**src/rtl/rr_mux_arbiter.sv**
```systemverilog
// -----------------------------------------------------------------------------
// rr_mux_arbiter
//
// Round-robin arbiter that shares one 4-input datapath mux between four
// requesters (e.g. PC, ALU, memory, register-file writeback). It produces a
// registered one-hot grant and the matching 2-bit mux select. One dead
// turnaround cycle is inserted between owners.
//
// Optional feature (macro ARB_TIMEOUT_EN): an owner that has held the bus for
// MAX_HOLD or more cycles is forced off when another requester is waiting.
// A one-cycle preempt pulse marks the forced release.
//
// Parameters:
//   MAX_HOLD : owned cycles before a forced release (ARB_TIMEOUT_EN only), >= 1
//   CW       : hold counter width, 2**CW > MAX_HOLD
//
// Ports:
//   clk     in   rising-edge clock
//   reset   in   synchronous active-high reset
//   req     in   [3:0] level request lines, held for the whole ownership
//   gnt     out  [3:0] registered one-hot grant, zero when no owner
//   sel     out  [1:0] registered mux select = current or most recent owner
//   busy    out  registered, high while any gnt bit is high
//   preempt out  registered one-cycle forced-release pulse (ARB_TIMEOUT_EN only)
// -----------------------------------------------------------------------------
module rr_mux_arbiter #(
    parameter int MAX_HOLD = 16,
    parameter int CW       = 5
) (
    input  logic       clk,
    input  logic       reset,
    input  logic [3:0] req,
    output logic [3:0] gnt,
    output logic [1:0] sel,
    output logic       busy
`ifdef ARB_TIMEOUT_EN
    ,
    output logic       preempt
`endif
);

    // Parameter sanity check, evaluated at elaboration.
    if (MAX_HOLD < 1 || (64'd1 << CW) <= 64'(MAX_HOLD)) begin : g_param_bad
        $error("rr_mux_arbiter: need MAX_HOLD >= 1 and 2**CW > MAX_HOLD");
    end

    typedef enum logic [1:0] {
        ST_IDLE = 2'd0,
        ST_OWN  = 2'd1,
        ST_TURN = 2'd2
    } state_t;

    state_t     r_state;
    logic [3:0] r_gnt;
    logic [1:0] r_sel;
    logic [1:0] r_last;
    logic       r_busy;

    logic       w_any;
    logic [1:0] w_win;
    logic       w_owner_req;

    // Round-robin pick: the search order is last+1, last+2, last+3, last.
    // The loop runs from the lowest priority (offset 4 == last itself) to the
    // highest (offset 1) so the final matching assignment wins.
    function automatic logic [1:0] rr_pick(input logic [3:0] r, input logic [1:0] last);
        logic [1:0] idx;
        logic [1:0] pick;
        pick = last;
        for (int k = 4; k >= 1; k--) begin
            idx = last + 2'(k);
            if (r[idx]) begin
                pick = idx;
            end
        end
        return pick;
    endfunction

    assign w_any       = |req;
    assign w_win       = rr_pick(req, r_last);
    assign w_owner_req = req[r_last];

`ifdef ARB_TIMEOUT_EN
    localparam logic [CW-1:0] HOLD_LIM = CW'(MAX_HOLD);
    localparam logic [CW-1:0] CNT_MAX  = '1;

    logic [CW-1:0] r_cnt;
    logic          r_preempt;
    logic          w_others;
    logic          w_timeout;

    // Any requester other than the current owner is waiting.
    assign w_others  = |(req & ~(4'b0001 << r_last));
    assign w_timeout = (r_cnt >= HOLD_LIM) && w_others;
`endif

    always_ff @(posedge clk) begin
        if (reset) begin
            r_state <= ST_IDLE;
            r_gnt   <= 4'b0000;
            r_sel   <= 2'b00;
            r_busy  <= 1'b0;
            // Requester 0 gets top priority after reset.
            r_last  <= 2'd3;
`ifdef ARB_TIMEOUT_EN
            r_cnt     <= '0;
            r_preempt <= 1'b0;
`endif
        end else begin
`ifdef ARB_TIMEOUT_EN
            r_preempt <= 1'b0;
`endif
            case (r_state)
                ST_IDLE, ST_TURN: begin
                    if (w_any) begin
                        r_state <= ST_OWN;
                        r_gnt   <= 4'b0001 << w_win;
                        r_sel   <= w_win;
                        r_last  <= w_win;
                        r_busy  <= 1'b1;
`ifdef ARB_TIMEOUT_EN
                        r_cnt   <= CW'(1);
`endif
                    end else begin
                        // sel keeps the most recent owner while idle.
                        r_state <= ST_IDLE;
                    end
                end

                ST_OWN: begin
                    if (!w_owner_req) begin
                        // Voluntary release; sel stays put through turnaround.
                        r_state <= ST_TURN;
                        r_gnt   <= 4'b0000;
                        r_busy  <= 1'b0;
                    end
`ifdef ARB_TIMEOUT_EN
                    else if (w_timeout) begin
                        r_state   <= ST_TURN;
                        r_gnt     <= 4'b0000;
                        r_busy    <= 1'b0;
                        r_preempt <= 1'b1;
                    end else if (r_cnt != CNT_MAX) begin
                        r_cnt <= r_cnt + 1'b1;
                    end
`endif
                end

                default: begin
                    r_state <= ST_IDLE;
                    r_gnt   <= 4'b0000;
                    r_busy  <= 1'b0;
                end
            endcase
        end
    end

    assign gnt  = r_gnt;
    assign sel  = r_sel;
    assign busy = r_busy;
`ifdef ARB_TIMEOUT_EN
    assign preempt = r_preempt;
`endif

endmodule

```
**config.mk**
```make
export PLATFORM = sky130hd
export DESIGN_NAME = rr_mux_arbiter
export DESIGN_NICKNAME = d
export VERILOG_FILES = /design/src/rtl/rr_mux_arbiter.sv
export SDC_FILE = /design/constraint.sdc
export NUM_CORES = 1
export LEC_CHECK = 0
export CELL_PAD_IN_SITES_DETAIL_PLACEMENT = 1
export CELL_PAD_IN_SITES_GLOBAL_PLACEMENT = 1
export CORE_UTILIZATION = 33
export CTS_CLUSTER_DIAMETER = 150
export DETAILED_ROUTE_END_ITERATION = 16
export PLACE_DENSITY_LB_ADDON = 0.2
export SLEW_MARGIN = 20
export SYNTH_ARGS = -nofsm -noshare
export SYNTH_HDL_FRONTEND = slang
export SYNTH_SLANG_ARGS = --single-unit
export TNS_END_PERCENT = 1
```
**constraint.sdc**
```tcl
create_clock -name clk -period 2.1 [get_ports clk]
set_input_delay 0.42 -clock clk [delete_from_list [all_inputs] [get_ports clk]]
set_output_delay 0.42 -clock clk [all_outputs]
set_load 0.05 [all_outputs]
```
* After elaboration in Yosys (flattened, before gate mapping)
Index checks and enable logic that the tools add are counted.
** Word-level totals
- Bits in registers :: 11
- Bits of input ports :: 6
- Word-level logic and storage cells :: 42
** Cells by class
- Add/sub/neg operators :: 3
- Order comparisons :: 4
- Equality and inequality tests :: 4
- Shift-type cells :: 1
- Muxes and demuxes :: 20
- Reductions and logical operators :: 5
** Operators with widths (number)
- 2-bit by 3-bit < comparator with 1-bit output, second input constant :: 4
- 1-bit binary-select mux with 2-bit select :: 4
- 2-bit two-way mux :: 4
- 4-bit two-way mux :: 2
- 4-bit one-hot mux with 2 select lines :: 1
- 1-bit two-way mux :: 7
- 2-bit adder, second input constant :: 2
- 2-bit != test, second input constant :: 2
- 2-bit one-hot mux with 2 select lines :: 1
- 2-bit AND reduction :: 2
- 4-bit OR reduction :: 1
- 1-bit by 2-bit left shift with 4-bit output, first input constant :: 1
- 2-bit by 1-bit adder with 2-bit output, second input constant :: 1
- 2-bit by 1-bit == test with 1-bit output, second input constant :: 1
- 2-bit == test, second input constant :: 1
- 2-bit logical NOT :: 1
- 1-bit one-hot mux with 2 select lines :: 1
- 2-bit OR reduction :: 1

* Logic depth before layout (Yosys ltp)
- Word-level depth :: 9
- Depth in mapped cells :: 5
- Mapped depth without buffers :: 4

* Worst setup path before layout
OpenSTA, ideal clock, no wires.
- Kind :: input -> register
- From :: input port req[3]
- To :: register r_gnt[1], in the netlist gnt[1]
- Library setup time :: 0.117 ns
- Arrival :: 1.344 ns
- Path slack :: 0.639 ns
- Stages :: 3
- Path through :: mux4_2 -> a22o_1 -> a32o_1
** On the way
- Word-level cells in the longest chain between the ends :: 8
** Ends and longest elaborated chain
- start, declared :: RTL line 32 : input logic [3:0] req,
- 1-bit binary-select mux with 2-bit select :: RTL line 72 : if (r[idx]) begin
- 1-bit two-way mux (not written as such) :: RTL line 72
- 2-bit two-way mux (3 in a row) :: RTL line 72
- 1-bit by 2-bit left shift with 4-bit output :: RTL line 117 : r_gnt <= 4'b0001 << w_win;
- 4-bit two-way mux :: RTL line 115 : if (w_any) begin
- 4-bit one-hot mux with 2 select lines :: RTL line 113 : case (r_state)
- end signal, assigned :: RTL line 117
- end, declared :: RTL line 54 : logic [3:0] r_gnt;
Parallel ways exist; a longest one is shown, timed or not. The select of a mux whose other input is x is not followed.
A chain may end at the register's enable or synchronous reset.

* Worst setup path after layout
- From :: register r_gnt[3], in the netlist gnt[3]
- To :: output port gnt[3]
** RTL lines
- end, declared :: RTL line 33 : output logic [3:0] gnt,
No word-level cell between the ends.

==> results.yml <==
critical_path:
  required_ns: 1.68
  max_stage_delay_ns: 0.81
  critPathLaunchType: "flop"
  crit_path_cell_trace: "clkdlybuf4s50_1"
  critPathTopFamily: "buffers and inverters"
  crit_type: "reg2out"
  worstSetupEndpointType: "primary output"
  worstPathArrival_ns: 1.41
  path_max_fanout: 2
  slowest_stage: "clkdlybuf4s50_1"
  crit_buf_inv: 1
  regToRegSetupSlack_ns: 0.52
cts:
  cts_tree: "yes"
  clock_sinks: 11
  cts_hold_buf: 0
  path_clk_slew_ns: 0.07
  cts-resized-gates: 0
  clock_latency_ns: 0.26
  root_buffer: "clkbuf_4"
  post_cts_buffers: 0
  clk_path_buf_depth: 2
  numCtsBuffers: 3
  ctsHtreeMaxLevel: 1
layout:
  nNetsFinal: 82
  stdcell_area_um2: 718
  multiInputGateArea_um2: 280
  n_fill_cell: 172
  regArea_um2: 220
  drive_above_1_share: 0.173
  syn_to_final_growth_pct: 39.0
  antenna_cells: 0
synthesis:
  synth_area_um2: 517
  synthCells: 55
  synth_top_area_share: 0.426
  synth-seq-cells: 11
  synth_top_cell_by_area: "dfxtp_1"
  synth_nets: 61
  ys_types: 24
  syn_area_per_cell_um2: 9.40
  yosysSeqAreaShare: 0.426
  ys.warnings.count: 0
  synth.area.top_cells: "dfxtp_1 43%, a21o_1 5.8%, mux4_2 4.4%"
timing:
  setup_tns_ns: 0
  final-setup-viol-count: 0
  fmax_mhz: 546
  clock-skew-final_ns: 0.00182
  drv_slew: 0
  tightest_slew_ns: 0.498
  hold_viol_final: 0
  hold_slack_ns: 0.456
  min_period_ns: 1.83
  fin_ws_ns: 0.268
  min_period_over_period: 0.872
  relSlewSlack: 0.667
  rsz0062_at_grt: "no"
pwr:
  p_total_w: 0.000582
  ir_drop_mv: 0.506
  p_leak_nw: 0.307
  power_density_nw_per_um2: 811
floorplanning:
  ioPinCount: 13
  floorplan.initialDensity: 0.374
  die_area_um2: 1730
  die_w_um: 41.6
  fp.dieH_um: 41.6
  rows: 13
  coreArea_um2: 1380
placed_design:
  port_buffers: 12
  hpwl_um: 980
  preCtsSetupSlack_ns: 0.0568
  gp_congestion: 0.779
  place_area_um2: 692
global_route:
  antenna_found_initial: 0
  grt_pass1_wl_mm: 2.09
  grt_usage: 0.161
  grt-ovfl-total: 0
  grt_max_degree: 10
  grt_pass1_vias: 462
drt:
  wl_per_cell_um: 13.4
  dr.pass1.iters: 3
  drc: 0
  routed_wl_mm: 1.21
  vias_per_cell: 5.37
  drtIter0Drc: 1
  ant_nets: 0
  vias: 483
min_path:
  min_path_type: "reg2reg"
run_status:
  status: "complete, no violations"
flow_run:
  drv_cap: 0
layout make-up:
class / count / share of cell area
Sequential cell: 11 / 0.307
Clock buffer: 4 / 0.0366
Inverter: 2 / 0.0105
Timing Repair Buffer: 18 / 0.230
Tap cell: 15 / 0.0261
Multi-Input combinational cell: 40 / 0.390
cell usage after synthesis, drive strengths merged:
cell,count
o211a,1
nand3b,3
nor2,3
a31oi,1
a32o,2
a21o,4
a22o,1
nand2b,2
nor3,1
dfxtp,11
inv,2
buf,2
mux4,1
or2b,2
o31ai,2
mux2i,1
or2,2
nor3b,2
nand2,5
nand3,2
a21oi,3
and2b,1
nor4,1
flip-flops by register name (all words and copies together) (netlist names):
signal and cells:
r_state 2, sel 2, r_last 2, busy 1, gnt 4
placed cells by master (no fill, tap or decap), types with 3 or more instances in the layout:
cell,synthesis,final
clkdlybuf4s50_1,0,12
clkbuf_4,0,3
a21o_1,4,4
buf_4,0,6
nand3b_1,3,3
nand2_1,5,5
dfxtp_1,11,11
nor2_1,3,3
a21oi_1,3,3
stage by stage:
| stage | std cells | util |
|---|---|---|
| floorplan | 55 | - |
| global placement | 86 | 0.500 |
| detailed placement | 86 | 0.500 |
| CTS | 90 | 0.519 |
| global route | 90 | 0.519 |
| finish | 90 | 0.519 |
path summary, 6_finish.rpt:
check | start | endpoint | cells past startpoint
min reg2reg | gnt[2]$_SDFFE_PP0P_ | gnt[2]$_SDFFE_PP0P_ | 2
max | gnt[3]$_SDFFE_PP0P_ | gnt[3] | 1
max reg2reg | r_last[0]$_SDFFE_PP1P_ | gnt[1]$_SDFFE_PP0P_ | 3
min | gnt[2]$_SDFFE_PP0P_ | gnt[2]$_SDFFE_PP0P_ | 2
per-layer routing:
layer / share of wire / vias up / GRT usage
li1: - / 244 / -
met1: 0.51 / 229 / 0.206
met2: 0.44 / 8 / 0.244
met5: 0 / - / 0
met4: 0.0083 / 0 / 0.0387
met3: 0.034 / 2 / 0.0783
kinds of logic (layout without fill, tap and decap cells):
logic type             count (synthesis)  after routing  share of synthesized area
multiplexers                           2              2                     0.0630
flip-flops                            11             11                      0.426
AND/OR/NAND/NOR                       24             24                      0.276
buffers and inverters                  4             24                     0.0315
AO/OA/AOI/OAI                         14             14                      0.203
report_power, final:
group / internal (W) / switching, W
Clock: 0.0000734 / 0.0000657
Sequential: 0.000232 / 0.0000214
Combinational: 0.0000834 / 0.000106
Total: 0.000389 / 0.000193
Power figures use the tool's default switching activity.
